### config.mk
export PLATFORM = sky130hd
export DESIGN_NAME = pipelined_alu
export DESIGN_NICKNAME = d
export VERILOG_FILES = /design/src/rtl/pipelined_alu.sv
export SDC_FILE = /design/constraint.sdc
export NUM_CORES = 1
export LEC_CHECK = 0
export CAP_MARGIN = 20
export CELL_PAD_IN_SITES_DETAIL_PLACEMENT = 1
export CELL_PAD_IN_SITES_GLOBAL_PLACEMENT = 2
export CORE_ASPECT_RATIO = 1.5
export CORE_MARGIN = 4
export CORE_UTILIZATION = 30
export CTS_BUF_LIST = sky130_fd_sc_hd__clkbuf_2
export CTS_CLUSTER_DIAMETER = 120
export CTS_CLUSTER_SIZE = 10
export DETAILED_ROUTE_END_ITERATION = 12
export DONT_BUFFER_PORTS = 1
export GPL_TIMING_DRIVEN = 0
export PLACE_DENSITY = 0.67
export SKIP_CTS_REPAIR_TIMING = 1
export SLEW_MARGIN = 20
export SYNTH_ARGS = -nofsm -noshare
export SYNTH_HDL_FRONTEND = slang
export SYNTH_SLANG_ARGS = --single-unit
export TNS_END_PERCENT = 30
### constraint.sdc
create_clock -name clk_i -period 4.4 [get_ports clk_i]
set_input_delay 0.44 -clock clk_i [delete_from_list [all_inputs] [get_ports clk_i]]
set_output_delay 0.44 -clock clk_i [all_outputs]
set_load 0.01 [all_outputs]
### src/rtl/pipelined_alu.sv
// Registered EX-stage ALU with valid/ready handshakes on both sides.
// Single-cycle logic/arithmetic ops plus an iterative shift-add multiply.
module pipelined_alu #(
    parameter int WIDTH    = 32,
    parameter int MUL_STEP = 1
) (
    input  logic             clk_i,
    input  logic             rst_i,
    input  logic             in_valid_i,
    output logic             in_ready_o,
    input  logic [WIDTH-1:0] data1_i,
    input  logic [WIDTH-1:0] data2_i,
    input  logic [2:0]       ALUCtrl_i,
    output logic             out_valid_o,
    input  logic             out_ready_i,
    output logic [WIDTH-1:0] data_o,
    output logic             Zero_o
);

    localparam int SHW   = $clog2(WIDTH);
    localparam int STEPS = WIDTH / MUL_STEP;
    localparam int CNT_W = $clog2(STEPS) + 1;

    typedef enum logic [1:0] {
        IDLE,
        MUL,
        DONE
    } state_t;

    state_t state, state_next;

    logic             accept;
    logic             is_mul;
    logic             mul_last;
    logic [SHW-1:0]   shamt;
    logic [WIDTH-1:0] alu_result;
    logic [WIDTH-1:0] mcand;
    logic [WIDTH-1:0] mplier;
    logic [WIDTH-1:0] acc;
    logic [WIDTH-1:0] partial;
    logic [WIDTH-1:0] acc_next;
    logic [CNT_W-1:0] cnt;

    // A consumer draining DONE frees the slot in the same cycle, so a new op can follow with no bubble.
    assign in_ready_o  = (state == IDLE) || ((state == DONE) && out_ready_i);
    assign accept      = in_valid_i && in_ready_o;
    assign is_mul      = (ALUCtrl_i == 3'b111);
    assign mul_last    = (cnt == CNT_W'(STEPS - 1));
    assign out_valid_o = (state == DONE);
    assign shamt       = data2_i[SHW-1:0];

    always_comb begin
        alu_result = '0;
        case (ALUCtrl_i)
            3'b000:         alu_result = data1_i & data2_i;
            3'b001:         alu_result = data1_i ^ data2_i;
            3'b011:         alu_result = data1_i << shamt;
            3'b010, 3'b101: alu_result = data1_i + data2_i;
            3'b110:         alu_result = data1_i - data2_i;
            3'b100:         alu_result = WIDTH'($signed(data1_i) >>> shamt);
            default:        alu_result = '0;
        endcase
    end

    // Low WIDTH bits of a product are sign-agnostic, so an unsigned shift-add suffices.
    always_comb begin
        partial = '0;
        for (int j = 0; j < MUL_STEP; j++) begin
            if (mplier[j]) begin
                partial = partial + (mcand << j);
            end
        end
        acc_next = acc + partial;
    end

    always_ff @(posedge clk_i or negedge rst_i) begin
        if (!rst_i) begin
            state <= IDLE;
        end else begin
            state <= state_next;
        end
    end

    always_comb begin
        state_next = state;
        case (state)
            IDLE: begin
                if (accept) begin
                    state_next = is_mul ? MUL : DONE;
                end
            end
            MUL: begin
                if (mul_last) begin
                    state_next = DONE;
                end
            end
            DONE: begin
                if (accept) begin
                    state_next = is_mul ? MUL : DONE;
                end else if (out_ready_i) begin
                    state_next = IDLE;
                end
            end
            default: state_next = IDLE;
        endcase
    end

    always_ff @(posedge clk_i or negedge rst_i) begin
        if (!rst_i) begin
            data_o <= '0;
            Zero_o <= 1'b0;
            mcand  <= '0;
            mplier <= '0;
            acc    <= '0;
            cnt    <= '0;
        end else if (accept) begin
            if (is_mul) begin
                mcand  <= data1_i;
                mplier <= data2_i;
                acc    <= '0;
                cnt    <= '0;
            end else begin
                data_o <= alu_result;
                Zero_o <= (alu_result == '0);
            end
        end else if (state == MUL) begin
            acc    <= acc_next;
            mcand  <= mcand << MUL_STEP;
            mplier <= mplier >> MUL_STEP;
            cnt    <= cnt + CNT_W'(1);
            if (mul_last) begin
                data_o <= acc_next;
                Zero_o <= (acc_next == '0);
            end
        end
    end

endmodule

Word-level counts from Yosys, hierarchy flattened:

Cells that the tools add are included.

* latch bits: 0
* bits of input ports: 71
* output and inout bits: 35
* bits in read-only memories: 0
* bits in writable memories: 0
* register bits: 137
* logic and storage cells: 71
* memories: 0

* $add $sub $neg: 4
* divide/modulo/power cells: 0
* shift-type cells: 2
* multiplexer cells: 28
* $mul: 0
* order comparisons: 0
* equality and inequality tests: 15
* bitwise gates (word level): 2
* reductions and logical operators: 13

Operator list (count)
* 32-bit two-way mux: 14
* 32-bit one-hot mux with 6 select lines: 1
* 32-bit adder: 2
* 32-bit zero test: 2
* 32-bit bitwise AND: 1
* 32-bit by 5-bit left shift with 32-bit output: 1
* 32-bit by 5-bit >>> shifter with 32-bit output: 1
* 32-bit subtractor: 1
* 32-bit XOR: 1
* 6-bit two-way mux: 3
* 3-bit equality test (second input constant): 4
* 2-bit two-way mux: 5
* 6-bit by 1-bit adder with 6-bit output (second input constant): 1
* 3-bit by 2-bit equality test with 1-bit output (second input constant): 2
* 6-bit by 5-bit equality test with 1-bit output (second input constant): 1
* 2-bit inequality test (second input constant): 3
* 2-bit one-hot mux with 3 select lines: 1
* 3-bit AND reduction: 2
* 1-bit two-way mux: 4
* 2-bit nonzero test: 2
* 3-bit by 1-bit equality test with 1-bit output (second input constant): 1
* 3-bit zero test: 1
* 3-bit by 1-bit inequality test with 1-bit output (second input constant): 1
* 2-bit by 1-bit equality test with 1-bit output (second input constant): 1
* other kinds (7): 8

Longest topological paths before layout:

* depth after elaboration: 6
* gate-level depth with buffers: 23

Worst setup path after synthesis:

Ideal clock, no wire load.

* path kind: input port to flip-flop
* start point: input port data2_i[0]
* end point: register data_o[31]
* arrival: 5.759 ns
* slack: -1.477 ns
* stages: 23
* setup time: 0.118 ns
* cell sequence: buf_4 buf_6 inv_1 buf_2 clkbuf_1 ha_1 nand3_1 or4b_1 or2_2 or4_1 o31ai_1 xor2_1 ha_1 clkbuf_1 nand2_1 or3_1 a211o_1 a311oi_1 o221ai_1 xnor2_1 a221oi_2 a21oi_1 a21o_1

* cells in the longest elaborated chain, start to end: 4
* elaborated cells between the ends (all ways): 7
* classes of those cells: add/sub: 2; shift: 2; mux: 3

Ends and longest elaborated chain
* start: declaration: RTL line 12 `input logic [WIDTH-1:0] data2_i,`
* 32-bit subtractor (tied with other cells): RTL line 59 `3'b110: alu_result = data1_i - data2_i;`
* 32-bit one-hot mux with 6 select lines (*): RTL line 54 `case (ALUCtrl_i)`
* 32-bit two-way mux (*): RTL line 117 `if (is_mul) begin`
* 32-bit two-way mux (*): RTL line 116 `end else if (accept) begin`
* end signal: assignment: RTL line 123 `data_o <= alu_result;`
* end signal: assignment: RTL line 132 `data_o <= acc_next;`
* end: declaration: RTL line 16 `output logic [WIDTH-1:0] data_o,`

Mark *: on every way between the ends. The rest lies on a longest branch, timed or not. The select of a mux whose other input is x is not followed.
A chain may end at the register's enable or synchronous reset.

Worst setup path in the final report:

* start point: input port data2_i[2]
* end point: register Zero_o

* cells in the longest elaborated chain, start to end: 5
* elaborated cells between the ends (all ways): 10
* classes of those cells: add/sub: 2; shift: 2; mux: 3; bitwise: 2; reduce/logical: 1

Ends and longest elaborated chain
* 32-bit subtractor (tied with other cells): RTL line 59
* 32-bit one-hot mux with 6 select lines (*): RTL line 54
* 32-bit zero test (*): RTL line 124 `Zero_o <= (alu_result == '0);`
* 1-bit two-way mux (*): RTL line 117
* 1-bit two-way mux (*): RTL line 116
* end signal: assignment: RTL line 124
* end signal: assignment: RTL line 133 `Zero_o <= (acc_next == '0);`
* end: declaration: RTL line 17 `output logic Zero_o`

Marked as above.

==> metrics <==
Fillers=6395; CTS root buffer=clkbuf_2; drc violations=0; Num CTS Buffers=17; max_cap viols=0; Final ANT Viol Nets=0; skew final=73.7 ps; crit end category=register; antenna violations before repair=3; Tightest Pin Transition=1230 ps; layout cell share with drive strength beyond 1=13.5%; GRT Overall Usage=31.9%; worst path required time=5240 ps; vias=17700; starting density of the core=about 30%; sequential area share after synthesis=21.3%; leakage=7.47 nW; Slew Limit Fails=0; largest net degree at the start of global routing=138; die area=0.0574 mm²; DR WL/cell=approximately 34 µm; outcome=complete, but fails checks; post-synth top area cell=dfrtp_1; grt met2 use=56.2%; top cell type's share of synthesized area=21.3%; grt met1 use=34.7%; R2R depth=14; Detailed Routing Iterations Pass 1=5; Setup TNS Final=-288 ps; Synth top cells by count=nand2_1 (333), nor2_1 (191), dfrtp_1 (137); CP Launch Type=input pin; gr busiest metal=met2; synth-to-layout area growth=15.3%; peak supply drop=0.000332 V; Die Wd=a little under 200 µm; f_max=217 MHz; clk_lat worst skew=a little over 900 ps; post-route setup slack=-200 ps; pwr dens=511 mW/mm²; WS Path Type=input pin to register; post-synthesis net count=2206; asr flop ratio synth=100%; number of synthesis warnings=0; Site Rows=103; Tot Pwr=approximately 9.5 mW; total gr overflow=0; DP Worst Slack=-2470 ps; Nets=roughly 2300; htree depth=4; Routed WL=around 96000 µm; core area=0.0528 mm²; GPL Wtd Cong=1.02; Hold Violations, Final=0; post-DP HPWL=roughly 76000 µm; total clock sinks=137; port bufs=0; Mapped Area=0.0161 mm²; Most used DFF post-synth=dfrtp_1; Top-Level Pins=106; vias in the first global route=18100; most common cell in the netlist=nand2_1; crit path DAT=between 5000 and 6000 ps; synthesized instance count=2036; library cells used by synthesis=89; Die Height=between 200 and 300 µm; final-report setup violation count=2; syn_area_per_cell=7.89 µm²; final period demand of the worst path=around 4600 ps; wire length of the first global-routing pass=133000 µm; Final period util=105%; TritonCTS clock tree=yes; worst min-delay path class=input pin to register; GRT met3 Usage=4.65%; Rel. slew slack=between 10% and 20%; clock transition at the registers of the reported paths=240 ps; maximum fanout along the worst path=10; drt first-iter violations=approximately 1300; number of synthesized flops with an enable pin=0; Via density=6.26; RSZ-0062 raised after global routing=true; FF+latch count, synth=137; Hold Path Cell Cnt=3; failing checks=setup timing; Clock Path Buffers=2; Synth area leaders=dfrtp_1 (21%), nand2_1 (7.8%), ha_1 (7.6%)
==> report_power, final <==
group          total [mW]  leakage [nW]  switching, mW  internal (mW)
sequential           2.31          1.64          0.485           1.82
combinational        6.31          5.69           4.08           2.23
clock               0.847         0.143          0.581          0.266
==> worst max-delay path: stages <==
cell,delay (ps)
buf_12,130
buf_6,150
buf_2,220
buf_2,280
nor2_1,720
a21oi_1,180
xnor2_1,170
ha_1,380
o21ai_0,150
a21oi_2,310
o21ai_1,260
a211oi_4,330
nor3_1,100
or3b_4,440
or4_4,540
nor4_4,300
nand4_1,170
o21ai_1,150
==> metal layers <==
metal | wire length [µm] | share of wire (%)
met1 | 34500 | 36
met2 | 47800 | 50
met3 | 5160 | 5.3
met4 | 8940 | 9.3
met5 | 13 | 0.013
==> through the flow <==
| step | util [%] | std cells | hold WS (ps) | instance area, µm² |
|---|---|---|---|---|
| 2_1_floorplan | - | 2036 | 144 | 16200 |
| 3_5_place_dp | 32.3 | 2718 | 170 | 17100 |
| 4_1_cts | 32.7 | 2750 | -962 | 17300 |
| 3_3_place_gp | 32.3 | 2718 | 170 | 17000 |
| 5_1_grt | 35.1 | 2832 | 38.6 | 18500 |
| 6_report | 35.1 | 2832 | 140 | 18500 |
==> state kept, by name, indices dropped and copies added (netlist names) <==
| signal | count |
|---|---|
| Zero_o | 1 |
| acc | 32 |
| cnt | 6 |
| data_o | 32 |
| mcand | 32 |
| mplier | 32 |
| state | 2 |
==> final timing paths <==
kind	from	to	slack [ps]
worst max-delay path	data2_i[2]	Zero_o	-200
worst min-delay path	data1_i[18]	mcand[18]	140
worst max register to register	mplier[0]	Zero_o	170
worst min register to register	mplier[22]	mplier[21]	470
max in group asynchronous	rst_i	mplier[22]	3540
min in group asynchronous	rst_i	acc[5]	150
==> placed cells by master (no fill, tap or decap), drive strengths merged, types with 16 or more instances in the layout <==
cell type,synthesis,final
nand2,333,333
nor2,192,192
dfrtp,137,137
o21ai,123,123
clkbuf,104,117
ha,97,97
mux2i,94,94
a21oi,91,91
a31oi,85,85
buf,47,81
mux4,52,52
dlygate4sd3,0,52
and2,47,47
xor2,41,41
nand3,39,39
o22ai,35,35
mux2,35,35
a211oi,33,33
nand4,30,30
xnor2,29,29
nor3,28,28
inv,25,27
or3,24,24
o211ai,23,23
o31ai,23,23
a21o,20,20
nand2b,19,19
nor2b,16,16
or2,16,16
==> area by class of cell <==
class	count	area, µm²	share of cell area (%)
repair buffers	85	813	4.39
clock inverters	14	146	0.790
multi-input cells	1722	12300	66.4
inverters	26	123	0.662
well taps	682	853	4.61
clock buffers	18	90.1	0.486
flip-flops and latches	137	3430	18.5
plain buffers	147	774	4.18
diodes	1	2.50	0.0135
==> kinds of logic after synthesis <==
group	Yosys count	share of synthesized area (%)
AO/OA/AOI/OAI	572	23.7
XOR/XNOR	70	3.86
adder cells (fa/ha/maj)	99	7.80
buffers and inverters	177	4.70
flip-flops	137	21.3
multiplexers	181	15.6
AND/OR/NAND/NOR	800	23.0
Note: power is estimated with default switching activity, not from simulation.
